===== config.mk =====
export PLATFORM = sky130hd
export DESIGN_NAME = fetch_sequencer_flat
export DESIGN_NICKNAME = d
export VERILOG_FILES = /design/src/rtl/fetch_sequencer_if.sv /design/src/rtl/fetch_sequencer.sv /design/src/flat_wrapper.sv
export SDC_FILE = /design/constraint.sdc
export NUM_CORES = 1
export LEC_CHECK = 0
export CAP_MARGIN = 20
export CORE_ASPECT_RATIO = 2
export CORE_MARGIN = 5
export CORE_UTILIZATION = 28
export DETAILED_ROUTE_END_ITERATION = 8
export SLEW_MARGIN = 20
export SYNTH_ARGS = -nofsm -noshare
export SYNTH_HDL_FRONTEND = slang
export SYNTH_SLANG_ARGS = --single-unit

===== constraint.sdc =====
create_clock -name clk -period 3.67 [get_ports clk]
set_clock_uncertainty 0.2 [all_clocks]
set_input_delay 0.734 -clock clk [delete_from_list [all_inputs] [get_ports clk]]
set_output_delay 0.734 -clock clk [all_outputs]
set_load 0.01 [all_outputs]

===== src/rtl/fetch_sequencer_if.sv =====
// Bundle of ROM, decoder and fetch-status signals around the instruction-fetch sequencer.
// The master side is the sequencer itself; the slave side is ROM/decoder/environment.
interface fetch_sequencer_if #(
  parameter int ADDR_W = 12
);
  logic              stall;
  logic [3:0]        romNibble;
  logic              twoWord;
  logic              jmpReq;
  logic              callReq;
  logic              retReq;
  logic [ADDR_W-1:0] jmpAddr;
  logic [2:0]        cycle;
  logic              sync;
  logic [3:0]        addrNibble;
  logic [ADDR_W-1:0] pcAddr;
  logic [3:0]        opr;
  logic [3:0]        opa;
  logic [3:0]        oprB;
  logic [3:0]        opaB;
  logic              instrValid;
  logic              operandValid;
  logic              secondWord;
  logic [2:0]        sp;
  logic              stackOverflow;
  logic              stackUnderflow;

  modport master (
    input  stall, romNibble, twoWord, jmpReq, callReq, retReq, jmpAddr,
    output cycle, sync, addrNibble, pcAddr, opr, opa, oprB, opaB,
           instrValid, operandValid, secondWord, sp, stackOverflow, stackUnderflow
  );

  modport slave (
    output stall, romNibble, twoWord, jmpReq, callReq, retReq, jmpAddr,
    input  cycle, sync, addrNibble, pcAddr, opr, opa, oprB, opaB,
           instrValid, operandValid, secondWord, sp, stackOverflow, stackUnderflow
  );
endinterface


===== src/rtl/fetch_sequencer.sv =====
// 8-phase instruction-fetch sequencer: PC nibble output, opcode latching, two-word
// instructions, jump/call/return with a circular return stack and sticky fault flags.
module fetch_sequencer #(
  parameter int ADDR_W      = 12,
  parameter int STACK_DEPTH = 3
) (
  input  logic               clk,
  input  logic               rst,
  fetch_sequencer_if.master  bus
);

  localparam logic [2:0] PH_A1 = 3'd0;
  localparam logic [2:0] PH_A2 = 3'd1;
  localparam logic [2:0] PH_A3 = 3'd2;
  localparam logic [2:0] PH_M1 = 3'd3;
  localparam logic [2:0] PH_M2 = 3'd4;
  localparam logic [2:0] PH_X3 = 3'd7;
  localparam logic [2:0] DEPTH = 3'(STACK_DEPTH);

  logic [2:0]        cycle_q;
  logic [ADDR_W-1:0] pc_q;
  logic [3:0]        opr_q, opa_q, oprb_q, opab_q;
  logic              instr_valid_q, operand_valid_q, second_q;
  logic [2:0]        sp_q;
  logic              ovf_q, udf_q;
  logic [ADDR_W-1:0] stack_q [8];

  logic [11:0]       pc_ext;
  logic [ADDR_W-1:0] pc_inc;
  logic [ADDR_W-1:0] stack_top;
  logic [3:0]        addr_nibble;

  assign pc_ext    = 12'(pc_q);
  assign pc_inc    = pc_q + ADDR_W'(1);
  assign stack_top = stack_q[sp_q - 3'd1];

  always_comb begin
    // NOTE: default first so every path assigns addr_nibble and no latch is inferred.
    addr_nibble = 4'h0;
    case (cycle_q)
      PH_A1:   addr_nibble = pc_ext[3:0];
      PH_A2:   addr_nibble = pc_ext[7:4];
      PH_A3:   addr_nibble = pc_ext[11:8];
      default: addr_nibble = 4'h0;
    endcase
  end

  // NOTE: non-blocking assignments so every register samples pre-edge values.
  always_ff @(posedge clk or posedge rst) begin
    if (rst) begin
      cycle_q         <= PH_A1;
      pc_q            <= '0;
      opr_q           <= '0;
      opa_q           <= '0;
      oprb_q          <= '0;
      opab_q          <= '0;
      instr_valid_q   <= 1'b0;
      operand_valid_q <= 1'b0;
      second_q        <= 1'b0;
      sp_q            <= '0;
      ovf_q           <= 1'b0;
      udf_q           <= 1'b0;
      // NOTE: the return stack is a small register file that must come up cleared, so it is reset too.
      for (int i = 0; i < 8; i++) stack_q[3'(i)] <= '0;
    end else if (!bus.stall) begin
      cycle_q         <= cycle_q + 3'd1;
      instr_valid_q   <= (cycle_q == PH_M2) && !second_q;
      operand_valid_q <= (cycle_q == PH_M2) && second_q;

      if (cycle_q == PH_M1) begin
        if (second_q) oprb_q <= bus.romNibble;
        else          opr_q  <= bus.romNibble;
      end
      if (cycle_q == PH_M2) begin
        if (second_q) opab_q <= bus.romNibble;
        else          opa_q  <= bus.romNibble;
      end

      if (cycle_q == PH_X3) begin
        if (!second_q && bus.twoWord) begin
          pc_q     <= pc_inc;
          second_q <= 1'b1;
        end else begin
          second_q <= 1'b0;
          if (bus.retReq) begin
            if (sp_q != 3'd0) begin
              pc_q <= stack_top;
              sp_q <= sp_q - 3'd1;
            end else begin
              pc_q  <= pc_inc;
              udf_q <= 1'b1;
            end
          end else if (bus.callReq) begin
            pc_q <= bus.jmpAddr;
            if (sp_q == DEPTH) begin
              // Full stack: drop the oldest return address and append the new one on top.
              for (int i = 0; i < STACK_DEPTH - 1; i++) stack_q[3'(i)] <= stack_q[3'(i + 1)];
              stack_q[DEPTH - 3'd1] <= pc_inc;
              ovf_q <= 1'b1;
            end else begin
              stack_q[sp_q] <= pc_inc;
              sp_q          <= sp_q + 3'd1;
            end
          end else if (bus.jmpReq) begin
            pc_q <= bus.jmpAddr;
          end else begin
            pc_q <= pc_inc;
          end
        end
      end
    end
  end

  assign bus.cycle          = cycle_q;
  assign bus.sync           = (cycle_q == PH_A1);
  assign bus.addrNibble     = addr_nibble;
  assign bus.pcAddr         = pc_q;
  assign bus.opr            = opr_q;
  assign bus.opa            = opa_q;
  assign bus.oprB           = oprb_q;
  assign bus.opaB           = opab_q;
  assign bus.instrValid     = instr_valid_q;
  assign bus.operandValid   = operand_valid_q;
  assign bus.secondWord     = second_q;
  assign bus.sp             = sp_q;
  assign bus.stackOverflow  = ovf_q;
  assign bus.stackUnderflow = udf_q;

endmodule

===== src/flat_wrapper.sv =====
// flat-port wrapper written by rule: the top's interface ports become plain ports
module fetch_sequencer_flat 
#(
  parameter int ADDR_W      = 12,
  parameter int STACK_DEPTH = 3
)
  (clk, rst, bus_stall, bus_romNibble, bus_twoWord, bus_jmpReq, bus_callReq, bus_retReq, bus_jmpAddr, bus_cycle, bus_sync, bus_addrNibble, bus_pcAddr, bus_opr, bus_opa, bus_oprB, bus_opaB, bus_instrValid, bus_operandValid, bus_secondWord, bus_sp, bus_stackOverflow, bus_stackUnderflow);
  fetch_sequencer_if #(.ADDR_W(ADDR_W)) bus_i ();
  input  logic clk;
  input  logic rst;
  input wire logic [$bits(bus_i.stall)-1:0] bus_stall;
  input wire logic [$bits(bus_i.romNibble)-1:0] bus_romNibble;
  input wire logic [$bits(bus_i.twoWord)-1:0] bus_twoWord;
  input wire logic [$bits(bus_i.jmpReq)-1:0] bus_jmpReq;
  input wire logic [$bits(bus_i.callReq)-1:0] bus_callReq;
  input wire logic [$bits(bus_i.retReq)-1:0] bus_retReq;
  input wire logic [$bits(bus_i.jmpAddr)-1:0] bus_jmpAddr;
  output wire logic [$bits(bus_i.cycle)-1:0] bus_cycle;
  output wire logic [$bits(bus_i.sync)-1:0] bus_sync;
  output wire logic [$bits(bus_i.addrNibble)-1:0] bus_addrNibble;
  output wire logic [$bits(bus_i.pcAddr)-1:0] bus_pcAddr;
  output wire logic [$bits(bus_i.opr)-1:0] bus_opr;
  output wire logic [$bits(bus_i.opa)-1:0] bus_opa;
  output wire logic [$bits(bus_i.oprB)-1:0] bus_oprB;
  output wire logic [$bits(bus_i.opaB)-1:0] bus_opaB;
  output wire logic [$bits(bus_i.instrValid)-1:0] bus_instrValid;
  output wire logic [$bits(bus_i.operandValid)-1:0] bus_operandValid;
  output wire logic [$bits(bus_i.secondWord)-1:0] bus_secondWord;
  output wire logic [$bits(bus_i.sp)-1:0] bus_sp;
  output wire logic [$bits(bus_i.stackOverflow)-1:0] bus_stackOverflow;
  output wire logic [$bits(bus_i.stackUnderflow)-1:0] bus_stackUnderflow;
  assign bus_i.stall = bus_stall;
  assign bus_i.romNibble = bus_romNibble;
  assign bus_i.twoWord = bus_twoWord;
  assign bus_i.jmpReq = bus_jmpReq;
  assign bus_i.callReq = bus_callReq;
  assign bus_i.retReq = bus_retReq;
  assign bus_i.jmpAddr = bus_jmpAddr;
  assign bus_cycle = bus_i.cycle;
  assign bus_sync = bus_i.sync;
  assign bus_addrNibble = bus_i.addrNibble;
  assign bus_pcAddr = bus_i.pcAddr;
  assign bus_opr = bus_i.opr;
  assign bus_opa = bus_i.opa;
  assign bus_oprB = bus_i.oprB;
  assign bus_opaB = bus_i.opaB;
  assign bus_instrValid = bus_i.instrValid;
  assign bus_operandValid = bus_i.operandValid;
  assign bus_secondWord = bus_i.secondWord;
  assign bus_sp = bus_i.sp;
  assign bus_stackOverflow = bus_i.stackOverflow;
  assign bus_stackUnderflow = bus_i.stackUnderflow;
  fetch_sequencer #(.ADDR_W(ADDR_W), .STACK_DEPTH(STACK_DEPTH)) u_core (.clk(clk), .rst(rst), .bus(bus_i));
endmodule

# Word-level counts from Yosys, hierarchy flattened
# Index checks and enable logic that the tools add are counted.
[word_totals]
input_bits = 23
out_inout_bits = 44
word_cells = 81
register_bits = 135
[op_classes]
n_mux = 18
n_bitwise = 9
n_eq_ne = 8
addsub = 4
order_cmp = 3
reduce_logical = 19
[ops]
columns = ["operator", "n"]
rows = [
  ["$bwmux 96", 1],
  ["$mux 12", 8],
  ["$bmux 12 s3", 1],
  ["$demux 12 s3", 1],
  ["$mux 36", 1],
  ["$reduce_and 6->1", 3],
  ["$add 12x1->12 const B", 1],
  ["$mux 3", 4],
  ["$pmux 4 s3", 1],
  ["$reduce_and 3->1", 4],
  ["$reduce_and 5->1", 2],
  ["$eq 3x2->1 const B", 3],
  ["$ge 4x4->1 const B", 2],
  ["$not 3->4", 2],
  ["$not 1->1", 7],
  ["$reduce_and 7->1", 1],
  ["$add 3x1->3 const B", 2],
  ["$eq 3x3->1 const B", 2],
  ["$logic_and 1x1->1", 4],
  ["$lt 4x1->1 const B", 1],
  ["$eq 3x1->1 const B", 1],
  ["$logic_not 3->1", 1],
  ["$reduce_bool 3->1", 1],
  ["$sub 3x1->3 const B", 1],
  ["other kinds (6)", 6],
]

# Logic depth before layout (Yosys ltp)
# Gate-level depths: netlist (run 1).
[depth]
depth_word = 8
depth_mapped = 13
depth_no_buf = 7

# Worst setup path before layout (run 1)
# OpenSTA, ideal clock, no wires.
[synth_path]
path_type = "input to register"
startpoint = "input port bus_stall"
endpoint = "register u_core.stack_q[36] (netlist name), enable pin"
setup_ns = 0.396
required_time_ns = 3.074
n_path_buf = 0
path_slack_ns = 0.732
arrival_time_ns = 2.341
stages = 4
cell_sequence = "nand2b_1 -> nor3_4 -> nand3_1 -> nor3_1"
[synth_between]
elab_chain_cells = 2
[synth_lines]
columns = ["item", "line", "rtl"]
rows = [
  ["from (decl)", "flat_wrapper.sv:11", "input wire logic [$bits(bus_i.stall)-1:0] bus_stall;"],
  ["$not 1->1 (no line)", "n/a", ""],
  ["$reduce_and 7->1 (no line)", "n/a", ""],
  ["to (signal, indexed assignment)", "fetch_sequencer.sv:98", "stack_q[DEPTH - 3'd1] <= pc_inc;"],
  ["to (signal, indexed assignment)", "fetch_sequencer.sv:101", "stack_q[sp_q] <= pc_inc;"],
  ["to (decl)", "fetch_sequencer.sv:26", "logic [ADDR_W-1:0] stack_q [8];"],
]
# No other way between the ends.
# A chain may end at the register's enable or synchronous reset.

# Final worst setup path (run 1)
[layout_path]
startpoint = "register u_core.cycle_q[0], in the netlist u_core.bus.cycle[0]"
endpoint = "output port bus_addrNibble[2]"
[layout_between]
elab_chain_cells = 2
word_cells_on_any_way = 4
cone_classes = "eq/ne: 2; mux: 1; reduce/logical: 1"
[layout_lines]
columns = ["item", "line", "rtl"]
rows = [
  ["from (decl)", "fetch_sequencer.sv:20", "logic [2:0] cycle_q;"],
  ["from (signal assigned)", "fetch_sequencer.sv:66", "cycle_q <= cycle_q + 3'd1;"],
  ["$eq 3x2->1 (tied with other cells)", "fetch_sequencer.sv:40", "case (cycle_q)"],
  ["$pmux 4 s3 *", "fetch_sequencer.sv:40", ""],
  ["to (decl)", "flat_wrapper.sv:20", "output wire logic [$bits(bus_i.addrNibble)-1:0] bus_addrNibble;"],
]
# Every way passes the cells marked *; elsewhere a longest branch is shown, timed or not.

==> flow_summary.json, run 1 <==
{
  "synth_ff_type": "dfrtp_1",
  "switchingPower_w": 0.00222,
  "layoutNonFillerInstCount": 901,
  "finalSetupViolCount": 0,
  "worst_path_max_delay_cell": "clkdlybuf4s50_1",
  "period_minus_slack_ps": 3210,
  "syn_to_final_growth_pct": 25.8,
  "worst-slew-pin-transition_ps": 901,
  "avgSynthCellArea_um2": 12.5,
  "rsz0062_at_grt": "false",
  "switching_share_pct": 34.7,
  "htree_levels": 4,
  "crit_start": "u_core.bus.cycle[0]$_DFFE_PP0N_",
  "cts_tree": "yes",
  "cts-buffers-inserted": 17,
  "ctsResizeCount": 0,
  "routed_wl_um": 18700,
  "critPathLaunchType": "flip-flop",
  "drt_iter0_markers": 372,
  "min_path_type": "flip-flop to flip-flop",
  "cp_slowest_stage_delay_ps": 530,
  "grt.busiest_layer": "met2",
  "finalPower_w": 0.00640,
  "max_freq_mhz": 312,
  "critPathCaptureType": "primary output",
  "worst_r2r_endpoint": "u_core.bus.pcAddr[5]$_DFFE_PP0P_",
  "async_flop_share_pct": 64.4,
  "overflow": 0,
  "cp.required_ps": 2740,
  "intPower_w": 0.00418,
  "finalSetupTns_ps": 0,
  "seq_area_frac_synth_pct": 55.1,
  "wl_per_cell_um": 20.7,
  "hold-worst-slack_ps": 276,
  "p_seq_share_pct": 33.9,
  "dieArea_um2": 26800,
  "met2_usage_pct": 28.1,
  "met1_usage_pct": 13.0,
  "start_util_pct": 28.2,
  "synthCells": 526,
  "multi_input_area_um2": 2730,
  "drc": 0,
  "final_area_um2": 8250,
  "nNetsFinal": 639,
  "ir_worst_vdd_uv": 455,
  "die_h_um": 226,
  "reg2reg_from": "u_core.bus.sp[1]$_DFFE_PP0P_",
  "place_hpwl_um": 14200,
  "vias_per_cell": 5.03,
  "post_cts_buffers": 0,
  "critical_path_class": "flip-flop to primary output",
  "gp_congestion": 0.911,
  "syn_area_um2": 6560,
  "rows": 79,
  "firstDrtPassIters": 4,
  "layout-drive-gt1-share_pct": 19.3,
  "dieWidth_um": 118,
  "slew_headroom_pct": 39.5,
  "ys_ff_latch": 135,
  "placedCellCount": 869,
  "vias": 4529,
  "grt_max_degree": 48,
  "grt_pass1_vias": 4738,
  "seq_area_um2": 3620,
  "fill_cells": 2231,
  "drv_slew": 0,
  "cts-root-buf": "clkbuf_16",
  "leakage_nw": 3.27,
  "grt_antenna_before_repair": 0,
  "grt_first_pass_wirelength_um": 28500,
  "cp-endpoint": "bus_addrNibble[2]",
  "worstPathArrival_ps": 2270,
  "cts_hold_buf": 0,
  "post_dp_cell_area_um2": 7610,
  "clk_path_buf_depth": 2,
  "power.density_nw_per_um2": 775,
  "rrSetupSlack_ps": 810,
  "max_cap_viol_count": 0,
  "status": "complete, no violations",
  "synth_warnings": 0,
  "pwr-share-clk_pct": 29.0,
  "finalCritPeriodShare_pct": 87.4,
  "ant_nets": 0,
  "grt_usage_pct": 14.2,
  "cpMostUsedCell": "nand2_1",
  "clock_latency_ps": 420,
  "portBuffers": 66,
  "pwr-share-comb_pct": 37.1,
  "hold_viol_final": 0,
  "crit_chain": "inv_1 -> ha_1 -> nor2b_1 -> nand2_1 -> nand2_1 -> clkdlybuf4s50_1",
  "globalRouteMet3Util_pct": 2.77,
  "reg2reg_depth": 7,
  "synth-edff-count": 48,
  "cts.sinks": 135,
  "diodes": 0,
  "path_clk_slew_ps": 50,
  "synth_cell_types": 55,
  "cp_max_fo": 5,
  "num_io_pins": 67,
  "core_area_um2": 23200,
  "syn_nets": 560
}
## placed cells by master (no fill, tap or decap), drive strengths merged, types with 5 or more instances in the layout
cell type | Yosys | routed
nand2 | 63 | 63
nor2b | 6 | 6
nand2b | 7 | 7
xnor2 | 8 | 8
a31oi | 5 | 5
mux2i | 6 | 6
inv | 14 | 13
ha | 11 | 11
nand3 | 13 | 13
xor2 | 6 | 6
a22oi | 28 | 28
buf | 16 | 25
nor3 | 11 | 11
edfxtp | 48 | 48
mux4 | 24 | 24
mux2 | 39 | 39
nor2 | 24 | 24
bufinv | 0 | 5
clkbuf | 15 | 19
a21oi | 12 | 12
dfrtp | 87 | 87
clkinv | 0 | 6
clkdlybuf4s50 | 0 | 66
o21ai | 49 | 49
## cell usage after synthesis (all sizes together) (3+ instances only)
cell / instances / area share, %
dfrtp: 87 / 33
clkbuf: 15 / 0.86
inv: 14 / 0.80
nand2b: 7 / 0.67
or3: 3 / 0.29
nor2b: 6 / 0.57
xor2: 6 / 0.80
nand2: 63 / 3.6
buf: 16 / 1.8
edfxtp: 48 / 22
mux2i: 6 / 0.92
nor3: 11 / 1.1
nand3: 13 / 0.99
mux2: 39 / 6.7
mux4: 24 / 8.7
ha: 11 / 2.1
a21oi: 12 / 0.92
xnor2: 8 / 1.1
a2111oi: 3 / 0.50
nand4: 3 / 0.51
o21ai: 49 / 3.8
a31oi: 5 / 0.48
nor2: 24 / 1.4
o22ai: 3 / 0.29
a22oi: 28 / 3.2
## cell families after synthesis
logic type / after synthesis / synth area share, %
AO/OA/AOI/OAI: 115 / 11.1
XOR/XNOR: 14 / 1.87
adder cells (fa/ha/maj): 11 / 2.10
buffers and inverters: 45 / 3.45
flip-flops: 135 / 55.1
multiplexers: 69 / 16.3
AND/OR/NAND/NOR: 137 / 10.0
## power groups by stage
stage	combinational [W]	sequential [W]	clock [W]
after global routing	0.00256	0.00220	0.00195
final	0.00237	0.00217	0.00185
after floorplan	0.00140	0.00217	0
after global placement	0.00237	0.00219	0
after CTS	0.00240	0.00217	0.00189
after detailed placement	0.00240	0.00220	0
## area by class of cell
type | count | share of cell area, %
Sequential cell | 135 | 43.9
Inverter | 14 | 0.652
Multi-Input combinational cell | 346 | 33.0
Clock buffer | 19 | 5.25
Timing Repair Buffer | 91 | 10.4
Clock inverter | 13 | 2.49
Tap cell | 283 | 4.29
## worst min path at each step
stage | slack [ps] | cells after the start | endpoint | from
5_1_grt | 300 | 1 | u_core.bus.instrValid$_DFFE_PP0N_ | u_core.bus.instrValid$_DFFE_PP0N_
3_5_place_dp | 270 | 1 | u_core.bus.instrValid$_DFFE_PP0N_ | u_core.bus.instrValid$_DFFE_PP0N_
6_report | 280 | 1 | u_core.bus.instrValid$_DFFE_PP0N_ | u_core.bus.instrValid$_DFFE_PP0N_
4_1_cts | 280 | 1 | u_core.bus.instrValid$_DFFE_PP0N_ | u_core.bus.instrValid$_DFFE_PP0N_
3_3_place_gp | 260 | 2 | u_core.stack_q[94]$_DFFE_PP0P_ | u_core.stack_q[94]$_DFFE_PP0P_
2_1_floorplan | 240 | 2 | u_core.stack_q[92]$_DFFE_PP0P_ | u_core.stack_q[92]$_DFFE_PP0P_
## metal layers
metal / vias to the layer above / wire length, um / share of wire (%)
met5: - / 0 / 0
met4: 0 / 855 / 4.6
met3: 40 / 617 / 3.3
met2: 119 / 11100 / 59
met1: 2258 / 6140 / 33
li1: 2112 / - / -
## critical path, delay by kind of cell, from the launching register on
kind	cells	cell delay, ps
and+or+nand+nor	3	570
buffers and inverters	2	630
adders and majority gates	1	220
DFF	1	430
## state kept, by name (all words and copies together) (netlist names), 3 cells and up
register	cells
u_core.stack_q	96
u_core.bus.pcAddr	12
u_core.bus.opaB	4
u_core.bus.opa	4
u_core.bus.oprB	4
u_core.bus.opr	4
u_core.bus.cycle	3
u_core.bus.sp	3
## metrics by stage
step,worst slack [ps],utilization (%)
global route,345,35.5
floorplan,486,-
CTS,464,35.5
global placement,604,32.8
detailed placement,549,32.8
finish,462,35.5
Power figures use the tool's default switching activity.
==> run 2, diff against run 1 <==
--- a/config.mk
+++ b/config.mk
@@ -8,8 +8,10 @@
 export CAP_MARGIN = 20
 export CORE_ASPECT_RATIO = 2
 export CORE_MARGIN = 5
-export CORE_UTILIZATION = 28
+export CORE_UTILIZATION = 55
 export DETAILED_ROUTE_END_ITERATION = 8
+export PLACE_DENSITY = 0.78
+export SETUP_SLACK_MARGIN = 0.02
 export SLEW_MARGIN = 20
 export SYNTH_ARGS = -nofsm -noshare
 export SYNTH_HDL_FRONTEND = slang
==> constraint.sdc (replaced) <==
create_clock -name clk -period 3.67 [get_ports clk]
set_clock_uncertainty 0.2 [all_clocks]
set_input_delay 0.734 -clock clk [delete_from_list [all_inputs] [get_ports clk]]
set_output_delay 0.734 -clock clk [all_outputs]
set_load 0.05 [all_outputs]
==> run 2 against run 1 <==
- worst hold slack better by 4.1 ps
- routed wire length is 8.6% lower
- cell area is 3.4% lower
- largest cell class unchanged
- global-route usage is 11 points higher
- combinational power is 27% higher
- register-to-register slack worse by 200 ps
- via count is 5.4% higher
- non-clock buffer count is 3 lower
==> flow_summary.json, run 2 (synthesis gave the netlist of run 1 again) <==
{
  "min_path_type": "flip-flop to flip-flop",
  "gp_congestion": 1.01,
  "cts_tree": "yes",
  "place_hpwl_um": 12100,
  "nNetsFinal": 636,
  "crit_start": "u_core.bus.cycle[0]$_DFFE_PP0N_",
  "cp.required_ps": 2740,
  "power.density_nw_per_um2": 851,
  "dieArea_um2": 14300,
  "clock_latency_ps": 420,
  "cts.sinks": 135,
  "cts-root-buf": "clkbuf_16",
  "ir_worst_vdd_uv": 595,
  "clk_path_buf_depth": 2,
  "grt_antenna_before_repair": 0,
  "critPathCaptureType": "primary output",
  "post_dp_cell_area_um2": 7410,
  "period_minus_slack_ps": 3400,
  "rows": 56,
  "layout-drive-gt1-share_pct": 18.4,
  "place_ws_ps": 440,
  "ant_nets": 0,
  "portBuffers": 66,
  "hold_viol_final": 0,
  "leakage_nw": 3.23,
  "rrSetupSlack_ps": 610,
  "max_cap_viol_count": 0,
  "dieWidth_um": 87.2,
  "syn_to_final_growth_pct": 21.5,
  "overflow": 0,
  "firstDrtPassIters": 5,
  "core_area_um2": 11700,
  "reg2reg_from": "u_core.bus.sp[1]$_DFFE_PP0P_",
  "drv_slew": 0,
  "vias": 4774,
  "wl_per_cell_um": 22.5,
  "die_h_um": 164,
  "grt_max_degree": 59,
  "diodes": 0,
  "cts-buffers-inserted": 17,
  "drt_iter0_markers": 294,
  "finalSetupTns_ps": 0,
  "critPathLaunchType": "flip-flop",
  "largest_reg_flops": 96,
  "ctsResizeCount": 0,
  "hold_start": "u_core.bus.instrValid$_DFFE_PP0N_",
  "drc": 0,
  "mostFrequentLayoutCells": "dfrtp_1, clkdlybuf4s50_1, nand2_1, edfxtp_1, mux2_2",
  "seq_area_um2": 3620,
  "finalCritPeriodShare_pct": 92.5,
  "fill_cells": 830,
  "rsz0062_at_grt": "false",
  "htree_levels": 4,
  "worstPathArrival_ps": 2460,
  "multi_input_area_um2": 2720,
  "finalWorstSetupSlack_ps": 275,
  "cts_hold_buf": 0,
  "cp_max_fo": 5,
  "max_freq_mhz": 295,
  "routed_wl_um": 17100,
  "grt_usage_pct": 25.3,
  "status": "complete, no violations",
  "grt_first_pass_wirelength_um": 27200,
  "layoutNonFillerInstCount": 760,
  "post_cts_buffers": 0,
  "regMostFlops": "u_core.stack_q",
  "final_area_um2": 7970,
  "slew_headroom_pct": 40.8,
  "grt_pass1_vias": 5000,
  "num_io_pins": 67,
  "placedCellCount": 728,
  "path_clk_slew_ps": 60,
  "vias_per_cell": 6.28,
  "worst-slew-pin-transition_ps": 881,
  "start_util_pct": 56.1,
  "final_common_cell": "dfrtp_1",
  "critical_path_class": "flip-flop to primary output",
  "finalSetupViolCount": 0
}
run 2: cell types whose count changed in the layout (fill, tap and decap cells not counted):
| cell | change |
|---|---|
| buf_4 | -3 |
| bufinv_16 | -4 |
| clkbuf_16 | +1 |
| clkinv_2 | +2 |
| clkinv_4 | +2 |
| clkinvlp_4 | -2 |
| dfrtp_1 | +1 |
| dfrtp_2 | -1 |
| inv_4 | +1 |
| nor3_1 | +2 |
| nor3_2 | -2 |
run 2: worst paths after layout:
check                                               endpoint  cells past startpoint
min in group asynchronous     u_core.stack_q[79]$_DFFE_PP0P_                      2
setup reg to reg            u_core.bus.pcAddr[0]$_DFFE_PP0P_                      7
hold / removal             u_core.bus.instrValid$_DFFE_PP0N_                      1
hold reg to reg            u_core.bus.instrValid$_DFFE_PP0N_                      1
setup / recovery                           bus_addrNibble[3]                      6
max in group asynchronous      u_core.bus.opr[0]$_DFFE_PP0P_                      3
run 2: per-stage QoR:
stage          power (W)  utilization, %  hold WS [ps]
6_report         0.00678            68.1           280
3_3_place_gp     0.00507            63.3           262
2_1_floorplan    0.00424               -           242
3_5_place_dp     0.00516            63.3           271
4_1_cts          0.00679            68.1           284
5_1_grt          0.00708            68.1           318
run 2: routing by layer:
metal | wire length, um | vias up | GRT usage [%] | part of all wire, %
li1 | - | 2112 | - | -
met3 | 891 | 63 | 4.84 | 5.2
met1 | 5970 | 2386 | 28.5 | 35
met5 | 0 | - | 0 | 0
met4 | 842 | 0 | 13.5 | 4.9
met2 | 9360 | 213 | 44.4 | 55
run 2: final cells by class:
cell class | instances | share of cell area (%)
clock inverter | 12 | 1.30
inverter | 14 | 0.675
multi-input combinational | 346 | 34.1
tap | 145 | 2.28
timing repair buffer | 88 | 10.5
sequential | 135 | 45.4
clock buffer | 20 | 5.75
run 2: power breakdown:
part | internal (W) | switching [W] | total, W
Clock | 0.000969 | 0.000638 | 0.00161
Sequential | 0.00188 | 0.000304 | 0.00218
Combinational | 0.00109 | 0.00191 | 0.00300
Total | 0.00393 | 0.00285 | 0.00678
run 2: critical path: stages (launching register included):
cell and delay (ps):
dfrtp_1 430, inv_1 100, ha_1 190, nor2b_1 330, nand2_1 110, nand2_1 80
clkdlybuf4s50_1 800
==> run 3, diff against run 2 <==
--- a/config.mk
+++ b/config.mk
@@ -7,7 +7,7 @@
 export LEC_CHECK = 0
 export CAP_MARGIN = 20
 export CORE_ASPECT_RATIO = 2
-export CORE_MARGIN = 5
+export CORE_MARGIN = 1.5
 export CORE_UTILIZATION = 55
 export DETAILED_ROUTE_END_ITERATION = 8
 export PLACE_DENSITY = 0.78
==> run 3 against run 2 <==
- worst hold slack got worse by 1.1 ps
- final cell count rose by 0.26%
- highest routed layer unchanged
- sequential cell count did not move
- utilization rose by 0.45 points
- clock power rose by 8%
- largest cell class unchanged
- sequential power barely moved
- first-iteration DRC count rose by 57%
- critical endpoint is now bus_addrNibble[0]
- cell area rose by 0.66%
==> flow_summary.json, run 3 (synthesis gave the netlist of run 1 again) <==
{
  "status": "complete, no violations",
  "dieArea_um2": 12600,
  "htree_levels": 4,
  "post_dp_cell_area_um2": 7420,
  "vias": 4994,
  "cts.sinks": 135,
  "drt_iter0_markers": 463,
  "nNetsFinal": 638,
  "max_freq_mhz": 295,
  "cts-root-buf": "clkbuf_16",
  "rsz0062_at_grt": "false",
  "overflow": 0,
  "min_path_type": "flip-flop to flip-flop",
  "hold_viol_final": 0,
  "drc": 0,
  "routed_wl_um": 17500,
  "critical_path_class": "flip-flop to primary output",
  "final_area_um2": 8020,
  "leakage_nw": 3.25,
  "portBuffers": 66,
  "hold-path-cell-count": 1,
  "start_util_pct": 56.1,
  "syn_to_final_growth_pct": 22.3,
  "reg2reg_depth": 7,
  "grt_pass1_vias": 4978,
  "wl_per_cell_um": 23.0,
  "regMostFlops": "u_core.stack_q",
  "power.density_nw_per_um2": 866,
  "path_clk_slew_ps": 60,
  "critPathCaptureType": "primary output",
  "period_minus_slack_ps": 3390,
  "die_h_um": 157,
  "grt.busiest_layer": "met2",
  "clk_path_buf_depth": 2,
  "finalSetupViolCount": 0,
  "ctsResizeCount": 0,
  "final_common_cell": "dfrtp_1",
  "firstDrtPassIters": 5,
  "placedCellCount": 730,
  "cts_hold_buf": 0,
  "worstPathArrival_ps": 2450,
  "dieWidth_um": 80.2,
  "ant_nets": 0,
  "max_cap_viol_count": 0,
  "worst-slew-pin-transition_ps": 878,
  "post_cts_buffers": 0,
  "clock_latency_ps": 420,
  "largest_reg_flops": 96,
  "grt_antenna_before_repair": 0,
  "cts-buffers-inserted": 17,
  "gp_congestion": 0.909,
  "rows": 56,
  "globalRouteMet3Util_pct": 6.84,
  "cp_max_fo": 5,
  "critPathLaunchType": "flip-flop",
  "met2_usage_pct": 50.9,
  "vias_per_cell": 6.55,
  "grt_usage_pct": 29.6,
  "finalSetupTns_ps": 0,
  "layoutNonFillerInstCount": 762,
  "met1_usage_pct": 34.2,
  "cts_tree": "yes",
  "place_hpwl_um": 11800,
  "grt_first_pass_wirelength_um": 27200,
  "slew_headroom_pct": 41.1,
  "finalCritPeriodShare_pct": 92.3,
  "mostFrequentLayoutCells": "dfrtp_1, clkdlybuf4s50_1, nand2_1, edfxtp_1, mux2_2",
  "num_io_pins": 67,
  "layout-drive-gt1-share_pct": 18.5,
  "grt_max_degree": 54,
  "core_area_um2": 11700,
  "cp.required_ps": 2740,
  "drv_slew": 0,
  "ir_worst_vdd_uv": 739,
  "diodes": 0
}
-- run 3: cell count changes in the layout (fill, tap and decap cells not counted), sizes merged --
| cell | delta |
|---|---|
| clkinv | -5 |
| inv | +4 |
| buf | +2 |
| clkinvlp | +1 |
| clkbuf | -2 |
| bufinv | +2 |
-- run 3: path summary, 6_finish.rpt --
kind / start / end / slack, ps
setup / recovery: u_core.bus.cycle[0]$_DFFE_PP0N_ / bus_addrNibble[0] / 280
hold / removal: u_core.bus.stackOverflow$_DFFE_PP0P_ / u_core.bus.stackOverflow$_DFFE_PP0P_ / 280
setup reg to reg: u_core.bus.sp[1]$_DFFE_PP0P_ / u_core.bus.pcAddr[2]$_DFFE_PP0P_ / 700
hold reg to reg: u_core.bus.stackOverflow$_DFFE_PP0P_ / u_core.bus.stackOverflow$_DFFE_PP0P_ / 280
max in group asynchronous: rst / u_core.bus.pcAddr[10]$_DFFE_PP0P_ / 2010
min in group asynchronous: rst / u_core.stack_q[49]$_DFFE_PP0P_ / 570
-- run 3: power breakdown --
group          switching (W)  total [W]  internal (W)
sequential          0.000318    0.00219       0.00187
clock               0.000662    0.00174       0.00107
combinational        0.00194    0.00302       0.00109
total                0.00292    0.00695       0.00403
-- run 3: layer usage --
layer | up-vias | share of wire [%]
met3 | 61 | 6.9
met2 | 289 | 55
met4 | 0 | 3.8
li1 | 2126 | -
met5 | - | 0
met1 | 2518 | 35
-- run 3: metrics by stage --
stage               utilization (%)  setup WS (ps)  hold slack, ps  power [W]
finish                         68.6            283             279    0.00695
global route                   68.6            140             302    0.00721
CTS                            68.6            302             282    0.00692
detailed placement             63.4            678             257    0.00515
floorplan                         -            456             242    0.00424
global placement               63.4            765             255    0.00507
-- run 3: worst max-delay path, cell delays in order, from the launching register on --
cell             delay [ps]
dfrtp_1                 440
inv_1                   110
ha_1                    190
nor2b_1                 320
nand2_1                 100
nand2_1                  80
clkdlybuf4s50_1         790
-- run 3: layout make-up --
class	count	area, um2
clock buffer	18	429
clock inverter	14	170
fill	797	3680
inverter	14	53.8
multi-input combinational	346	2720
sequential	135	3620
tap	145	181
timing repair buffer	90	853
